File: config.mk
export PLATFORM = sky130hd
export DESIGN_NAME = matmul_seq_engine
export DESIGN_NICKNAME = d
export VERILOG_FILES = /design/src/rtl/matmul_pkg.sv /design/src/rtl/matmul_mac_unit.sv /design/src/rtl/matmul_seq_engine.sv
export SDC_FILE = /design/constraint.sdc
export NUM_CORES = 2
export LEC_CHECK = 0
export ABC_AREA = 1
export CAP_MARGIN = 20
export CORE_ASPECT_RATIO = 0.75
export CORE_MARGIN = 2
export CORE_UTILIZATION = 60
export CTS_CLUSTER_DIAMETER = 100
export DETAILED_ROUTE_END_ITERATION = 8
export PLACE_DENSITY_LB_ADDON = 0.2
export SLEW_MARGIN = 20
export SYNTH_ARGS = -nofsm -noshare
export SYNTH_HDL_FRONTEND = slang
export SYNTH_SLANG_ARGS = --single-unit
File: constraint.sdc
create_clock -name clk -period 3.1 [get_ports clk]
set_input_delay 0.62 -clock clk [delete_from_list [all_inputs] [get_ports clk]]
set_output_delay 0.62 -clock clk [all_outputs]
set_load 0.02 [all_outputs]
File: src/rtl/matmul_pkg.sv
// Shared types, default widths and the result saturation helper for the
// sequential matrix-multiply engine.
package matmul_pkg;

  localparam int DEF_DATA_W = 32;
  localparam int DEF_IDX_W  = 4;
  localparam int DEF_ACC_W  = 2 * DEF_DATA_W + DEF_IDX_W + 4;

  typedef enum logic [2:0] {
    IDLE  = 3'd0,
    READ  = 3'd1,
    DRAIN = 3'd2,
    WRITE = 3'd3,
    DONE  = 3'd4,
    ERR   = 3'd5
  } state_e;

  typedef struct packed {
    logic [DEF_DATA_W-1:0] data;
    logic                  clamp;
  } sat_res_t;

  // The value fits in DATA_W only when every bit above the DATA_W sign bit
  // equals that sign bit; otherwise clamp towards the accumulator's sign.
  function automatic sat_res_t sat_to_data(input logic [DEF_ACC_W-1:0] acc);
    sat_res_t                        res;
    logic [DEF_ACC_W-DEF_DATA_W:0]   top_bits;
    top_bits  = acc[DEF_ACC_W-1:DEF_DATA_W-1];
    res.data  = acc[DEF_DATA_W-1:0];
    res.clamp = 1'b0;
    if (!((&top_bits) || !(|top_bits))) begin
      res.clamp = 1'b1;
      res.data  = acc[DEF_ACC_W-1] ? {1'b1, {(DEF_DATA_W-1){1'b0}}}
                                   : {1'b0, {(DEF_DATA_W-1){1'b1}}};
    end
    return res;
  endfunction

endpackage

File: src/rtl/matmul_mac_unit.sv
// Registered signed multiply-accumulate: clear has priority over enable, and
// the full-precision product is sign-extended into the accumulator.
module matmul_mac_unit
  import matmul_pkg::*;
#(
  parameter int DATA_W = DEF_DATA_W,
  parameter int ACC_W  = DEF_ACC_W
) (
  input  logic              clk,
  input  logic              reset,
  input  logic              clr,
  input  logic              en,
  input  logic [DATA_W-1:0] a,
  input  logic [DATA_W-1:0] b,
  output logic [ACC_W-1:0]  acc
);

  logic signed [2*DATA_W-1:0] prod;
  logic [ACC_W-1:0]           prod_ext;
  logic [ACC_W-1:0]           acc_d;
  logic [ACC_W-1:0]           acc_q;

  always_comb begin
    prod     = $signed(a) * $signed(b);
    prod_ext = {{(ACC_W-2*DATA_W){prod[2*DATA_W-1]}}, prod};
    acc_d    = acc_q;
    if (clr) begin
      acc_d = '0;
    end else if (en) begin
      acc_d = acc_q + prod_ext;
    end
  end

  always_ff @(posedge clk or posedge reset) begin
    if (reset) begin
      acc_q <= '0;
    end else begin
      acc_q <= acc_d;
    end
  end

  assign acc = acc_q;

endmodule

File: src/rtl/matmul_seq_engine.sv
// Sequential C = A x B engine: one MAC per cycle over external A/B read ports,
// each saturated C element written through the C port in row-major order.
module matmul_seq_engine
  import matmul_pkg::*;
#(
  parameter int DATA_W = DEF_DATA_W,
  parameter int IDX_W  = DEF_IDX_W,
  parameter int ACC_W  = DEF_ACC_W
) (
  input  logic              clk,
  input  logic              reset,
  input  logic              start,
  input  logic [IDX_W-1:0]  dim_m,
  input  logic [IDX_W-1:0]  dim_k,
  input  logic [IDX_W-1:0]  dim_n,
  output logic              a_rd_en,
  output logic [IDX_W-1:0]  a_rd_row,
  output logic [IDX_W-1:0]  a_rd_col,
  input  logic [DATA_W-1:0] a_rd_data,
  output logic              b_rd_en,
  output logic [IDX_W-1:0]  b_rd_row,
  output logic [IDX_W-1:0]  b_rd_col,
  input  logic [DATA_W-1:0] b_rd_data,
  output logic              c_wr_en,
  output logic [IDX_W-1:0]  c_wr_row,
  output logic [IDX_W-1:0]  c_wr_col,
  output logic [DATA_W-1:0] c_wr_data,
  output logic              busy,
  output logic              done,
  output logic              err,
  output logic              sat,
  output state_e            dbg_state
);

  state_e           state_q, state_d;
  logic [IDX_W-1:0] i_q, i_d, j_q, j_d, k_q, k_d;
  logic [IDX_W-1:0] dm_q, dm_d, dk_q, dk_d, dn_q, dn_d;
  logic             sat_q, sat_d;
  logic             rd_issued_q, rd_issued_d;
  logic             start_ok, dims_zero, last_k, last_elem, mac_clr;
  logic [ACC_W-1:0] acc;
  sat_res_t         sat_res;

  assign start_ok  = (state_q == IDLE) && start;
  assign dims_zero = (dim_m == '0) || (dim_k == '0) || (dim_n == '0);
  assign last_k    = (k_q == dk_q - 1'b1);
  assign last_elem = (i_q == dm_q - 1'b1) && (j_q == dn_q - 1'b1);

  always_ff @(posedge clk or posedge reset) begin
    if (reset) begin
      state_q <= IDLE;
    end else begin
      state_q <= state_d;
    end
  end

  always_comb begin
    state_d = state_q;
    case (state_q)
      IDLE:    if (start) state_d = dims_zero ? ERR : READ;
      READ:    if (last_k) state_d = DRAIN;
      DRAIN:   state_d = WRITE;
      WRITE:   state_d = last_elem ? DONE : READ;
      DONE:    state_d = IDLE;
      ERR:     state_d = IDLE;
      default: state_d = IDLE;
    endcase
  end

  // Dimension latches, loop counters and the sticky saturation flag.
  always_comb begin
    i_d         = i_q;
    j_d         = j_q;
    k_d         = k_q;
    dm_d        = dm_q;
    dk_d        = dk_q;
    dn_d        = dn_q;
    sat_d       = sat_q;
    rd_issued_d = (state_q == READ);
    if (start_ok) begin
      dm_d  = dim_m;
      dk_d  = dim_k;
      dn_d  = dim_n;
      sat_d = 1'b0;
      i_d   = '0;
      j_d   = '0;
      k_d   = '0;
    end
    if (state_q == READ) begin
      k_d = k_q + 1'b1;
    end
    if (state_q == WRITE) begin
      sat_d = sat_q | sat_res.clamp;
      k_d   = '0;
      if (j_q != dn_q - 1'b1) begin
        j_d = j_q + 1'b1;
      end else begin
        j_d = '0;
        if (i_q != dm_q - 1'b1) begin
          i_d = i_q + 1'b1;
        end
      end
    end
  end

  always_ff @(posedge clk or posedge reset) begin
    if (reset) begin
      i_q         <= '0;
      j_q         <= '0;
      k_q         <= '0;
      dm_q        <= '0;
      dk_q        <= '0;
      dn_q        <= '0;
      sat_q       <= 1'b0;
      rd_issued_q <= 1'b0;
    end else begin
      i_q         <= i_d;
      j_q         <= j_d;
      k_q         <= k_d;
      dm_q        <= dm_d;
      dk_q        <= dk_d;
      dn_q        <= dn_d;
      sat_q       <= sat_d;
      rd_issued_q <= rd_issued_d;
    end
  end

  // Read data returns one cycle after the strobe, so accumulation follows
  // the registered copy of "a read was issued last cycle".
  assign mac_clr = start_ok || (state_q == WRITE);

  matmul_mac_unit #(
    .DATA_W (DATA_W),
    .ACC_W  (ACC_W)
  ) u_mac (
    .clk   (clk),
    .reset (reset),
    .clr   (mac_clr),
    .en    (rd_issued_q),
    .a     (a_rd_data),
    .b     (b_rd_data),
    .acc   (acc)
  );

  always_comb begin
    sat_res = sat_to_data(acc);
  end

  always_comb begin
    a_rd_en   = 1'b0;
    a_rd_row  = '0;
    a_rd_col  = '0;
    b_rd_en   = 1'b0;
    b_rd_row  = '0;
    b_rd_col  = '0;
    c_wr_en   = 1'b0;
    c_wr_row  = '0;
    c_wr_col  = '0;
    c_wr_data = '0;
    busy      = 1'b0;
    done      = 1'b0;
    err       = 1'b0;
    case (state_q)
      READ: begin
        busy     = 1'b1;
        a_rd_en  = 1'b1;
        a_rd_row = i_q;
        a_rd_col = k_q;
        b_rd_en  = 1'b1;
        b_rd_row = k_q;
        b_rd_col = j_q;
      end
      DRAIN: busy = 1'b1;
      WRITE: begin
        busy      = 1'b1;
        c_wr_en   = 1'b1;
        c_wr_row  = i_q;
        c_wr_col  = j_q;
        c_wr_data = sat_res.data;
      end
      DONE: begin
        busy = 1'b1;
        done = 1'b1;
      end
      ERR: begin
        busy = 1'b1;
        done = 1'b1;
        err  = 1'b1;
      end
      default: ;
    endcase
  end

  assign sat       = sat_q;
  assign dbg_state = state_q;

endmodule

==> results.md, run 1 <==
- H-tree Lvls: 3
- Post-synth top area share: 45.3%
- I/O Pins: 145
- Cell Area, Synth: 47900 um2
- Placer Congestion: 0.999
- I/O Buffers: 144
- Failing step: global routing (5_1_grt)
- Setup WS pre-CTS: -6.82 ns
- Horiz. Die Dim: 330 um
- Worst End Pin Type: register data pin
- Die Ht: 249 um
- Main synth FF type: dfrtp_1
- Number of library cell types mapped by synthesis: 53
- Stop err: [ERROR GRT-0232] Routing congestion too high. Check the congestion heatmap in the GUI.
- Synth cell count leaders: inv_1 (1754), nand2_1 (1699), fa_1 (1083), nor2_1 (413), ha_1 (262)
- TritonCTS buffer count: 9
- Gr usage total: 82.7%
- FP Rows: 89
- Post-synthesis sequential area ratio: 5.28%
- Post-synthesis async set-or-reset flop share: 100%
- Clock buffer depth: 2
- Worst Endpoint after GRT Repair: u_mac.acc[69]$_DFFE_PP0P_/D
- Post-DP HPWL: 140 mm
- Congestion Overflow GR: 538
- Clock Sink Count: 101
- Most numerous cell in the Yosys netlist: inv_1
- Synth Register Bits: 101
- Syn nets: 7803
- Starting Density: 60.8%
- Synth warnings: 0
- Synth area leader: fa_1
- Post-synthesis cell count: 6379
- Pin count of the biggest net entering global routing: 50
- Syn_area_per_cell: 7.51 um2
- Leading cell types by total area after synthesis: fa_1 (45%), inv_1 (14%), nand2_1 (13%), ha_1 (6.8%), dfrtp_1 (5.3%)
- Post-synth EDFFs: 0
- Clock Tree Root: clkbuf_16
- Status: stopped before the end
## cells by family after synthesis
family / after synthesis / synth area share (%)
AOI/OAI and AO/OA: 509 / 5.91
xor gates and xnor gates: 81 / 1.48
adders and majority gates: 1345 / 52.1
buffers and inverters: 1977 / 15.6
DFF: 101 / 5.28
and+or+nand+nor: 2366 / 19.7
## timing repair
item,in CTS
resized for setup,1617
endpoints found under the setup margin,102
pin swaps,635
cloned,34
setup buffers,353
hold buffers,0
## metrics by stage
stage	setup TNS [ns]	cell area (um2)	std cells	utilization [%]	hold slack [ns]
2_1_floorplan	-281.33	49800	6379	-	0.468
3_3_place_gp	-404.15	59200	8268	75.1	0.466
3_5_place_dp	-406.20	59200	8268	75.1	0.481
4_1_cts	-340.74	68800	8656	87.2	0.495
## routing by layer
metal	overflow	track usage [%]
met5	5	59.0
met4	164	74.2
met3	43	74.3
met2	287	93.2
met1	39	84.7
==> run 2: changes to the inputs <==
--- a/config.mk
+++ b/config.mk
@@ -7,12 +7,10 @@
 export LEC_CHECK = 0
 export ABC_AREA = 1
 export CAP_MARGIN = 20
-export CORE_ASPECT_RATIO = 0.75
 export CORE_MARGIN = 2
-export CORE_UTILIZATION = 60
-export CTS_CLUSTER_DIAMETER = 100
+export CORE_UTILIZATION = 40
 export DETAILED_ROUTE_END_ITERATION = 8
-export PLACE_DENSITY_LB_ADDON = 0.2
+export PLACE_DENSITY_LB_ADDON = 0.15
 export SLEW_MARGIN = 20
 export SYNTH_ARGS = -nofsm -noshare
 export SYNTH_HDL_FRONTEND = slang
==> constraint.sdc (replaced) <==
create_clock -name clk -period 4.05 [get_ports clk]
set_input_delay 0.81 -clock clk [delete_from_list [all_inputs] [get_ports clk]]
set_output_delay 0.81 -clock clk [all_outputs]
set_load 0.02 [all_outputs]
==> results.md, run 2 <==
- Die Ht: 350 um (was 249 um)
- Hold Path Origin: dm_q[3]$_DFFE_PP0P_
- Syn nets: 7803 (unchanged)
- XOR/XNOR Fraction of Synth Area: 1.48% (unchanged)
- Synth-to-layout area growth: 47.7%
- Synth cell count leaders: inv_1 (1754), nand2_1 (1699), fa_1 (1083), nor2_1 (413), ha_1 (262) (unchanged)
- Wire length per cell: 19.5 um
- Synth Area in Simple Gates: 19.7% (unchanged)
- Final Util: 59.8%
- Post-Synth Adder-Cell Area: 52.1% (unchanged)
- Cell Area, Synth: 47900 um2 (unchanged)
- FP Rows: 126 (was 89)
- DRT antenna net count: 0
- RSZ-0062 raised after global routing: yes
- Critical path launch point: a_rd_data[31]
- Final cell count without fillers: 9174
- Slowest CP cell: fa_2
- Normalized max-slew margin: 47.5%
- Fin nets: 8993
- CP arrival: 9.15 ns
- Gr usage total: 30.0%
- Ratio of final minimum period to clock period: 219%
- Reg2reg start: u_mac.acc[0]$_DFFE_PP0P_
- Clock buffer depth: 2 (unchanged)
- Most frequent cells in the layout: inv_1 (1570), nand2_1 (1414), fa_1 (988)
- # DRC: 0
- Synth warnings: 0 (unchanged)
- Placer Congestion: 0.950 (was 0.999)
- CP max stage delay: 0.63 ns
- First-pass GRT wire length: 281 mm
- # diodes: 0
- Main combinational cell family by area after synthesis: adder cells (unchanged)
- Horiz. Die Dim: 350 um (was 330 um)
- Fin crit period: 8.86 ns
- TritonCTS buffer count: 9 (unchanged)
- Clk_lat worst skew: 0.41 ns
- Post-synth top area share: 45.3% (unchanged)
- Clock Tree Root: clkbuf_16 (unchanged)
- Layout cells sized above 1: 34.8%
- Synth Area in Compound Gates: 5.91% (unchanged)
- Most common cell after layout, fill and taps aside: inv_1
- Clock Sink Count: 101 (unchanged)
- I/O Buffers: 144 (unchanged)
- Crit path kind: in2reg
- Max Cap Viol: 0
- Number of library cell types mapped by synthesis: 53 (unchanged)
- Post-DP HPWL: 135 mm (was 140 mm)
- Post-synthesis cell count: 6379 (unchanged)
- Synth area leader: fa_1 (unchanged)
- Setup WS pre-CTS: -5.84 ns (was -6.82 ns)
- Synth Register Bits: 101 (unchanged)
- Initial antenna violation count: 0
- Critical Path RT: 4.34 ns
- Max-slew violation count: 0
- Vias in the first global route: 48472
- Final-report hold violation count: 0
- CP dominant cell by count: inv_2
- Inst Count DP: 8776 (was 8268)
- Setup ws final: -4.81 ns
- F_max: 113 MHz
- Number of vias per cell: 4.95
- CP startpoint kind: input pin
- I/O Pins: 145 (unchanged)
- Number of flip-flops in the largest register: 72
- Crit end category: flop
- Status: complete, but fails checks (was stopped before the end)
- Final setup viols: 67
- Post-synthesis mux area share: 0% (unchanged)
- Most numerous cell in the Yosys netlist: inv_1 (unchanged)
- Pre-Repair DR Iteration Count: 5
- Congestion Overflow GR: 0
- HP Class: reg2reg
- Failing checks: negative setup slack
- Crit Path Max Fanout: 8
- Pin count of the biggest net entering global routing: 82
- H-tree Lvls: 3 (unchanged)
- Skew final: 0.0155 ns
- Hold_buf cts: 0 (unchanged)
- Post-synthesis sequential area ratio: 5.28% (unchanged)
- Actual slew at the worst max-slew pin: 0.787 ns
- Post-synthesis async set-or-reset flop share: 100% (unchanged)
- Iter 0 DRT Violations: 2856
- DRT Wirelength: 179 mm
- Starting Density: 40.5% (was 60.8%)
- Syn_area_per_cell: 7.51 um2 (unchanged)
- Main synth FF type: dfrtp_1 (unchanged)
- CTS tree: yes
- Clock Pin Slew Worst Setup and Hold Paths: 0.09 ns
- CORE AREA: 118000 um2
- Via count: 45435
- Leading cell types by total area after synthesis: fa_1 (45%), inv_1 (14%), nand2_1 (13%), ha_1 (6.8%), dfrtp_1 (5.3%) (unchanged)
- Post-synth EDFFs: 0 (unchanged)
- Die area: 123000 um2
[run 2: cell counts after synthesis]
Identical to the previous run, type by type.
[run 2: worst max-delay path: cells and delay by family]
kind / cells / cell delay (ns)
adder cells (fa/ha/maj): 10 / 4.91
XOR/XNOR: 1 / 0.27
AND/OR/NAND/NOR: 13 / 1.24
AO/OA/AOI/OAI: 3 / 0.43
buffers and inverters: 15 / 1.46
[run 2: cell families after synthesis]
group                    Yosys count
AND/OR/NAND/NOR                 2366
buffers and inverters           1977
adder cells (fa/ha/maj)         1345
AO/OA/AOI/OAI                    509
flip-flops                       101
XOR/XNOR                          81
[run 2: cell type report]
| class | count | area (um2) |
|---|---|---|
| clock buffer | 9 | 225 |
| clock inverter | 7 | 88.8 |
| fill | 10293 | 47700 |
| inverter | 1755 | 6630 |
| multi-input combinational | 4301 | 45200 |
| sequential | 101 | 2530 |
| tap | 1600 | 2000 |
| timing repair buffer | 1401 | 14100 |
[run 2: what timing repair did]
item | in CTS | in global routing
pin swaps | 548 | 435
setup buffers | 287 | 74
gates cloned | 44 | 0
setup endpoints to repair | 89 | 89
gates resized for setup | 1560 | 515
[run 2: through the flow]
step           area [um2]  TNS, ns  hold WS (ns)
2_1_floorplan       49800  -230.06         0.468
3_3_place_gp        59500  -345.77         0.471
3_5_place_dp        59500  -344.85         0.483
4_1_cts             68400  -266.70         0.512
5_1_grt             70700  -290.04         0.557
6_report            70700  -274.26         0.515
[run 2: per-layer routing]
metal / up-vias / track usage (%) / share of wire, %
li1: 20773 / - / -
met1: 22856 / 40.0 / 41
met2: 1415 / 50.5 / 48
met3: 391 / 3.24 / 5.9
met4: 0 / 11.3 / 5.0
met5: - / 0 / 0
[run 2: path summary, 6_finish.rpt]
kind,to,slack [ns],cells after the start
min in group asynchronous,sat$_DFFE_PP0N_,0.70,2
max,u_mac.acc[63]$_DFFE_PP0P_,-4.81,42
min,dm_q[3]$_DFFE_PP0P_,0.51,2
max reg2reg,u_mac.acc[56]$_DFFE_PP0P_,1.35,16
min reg2reg,dm_q[3]$_DFFE_PP0P_,0.51,2
max in group asynchronous,u_mac.acc[47]$_DFFE_PP0P_,2.54,3
Power of run 2 is left out: the tool's default activity adds up to more than one toggle a clock period on the data nets, which glitch-free logic cannot reach.
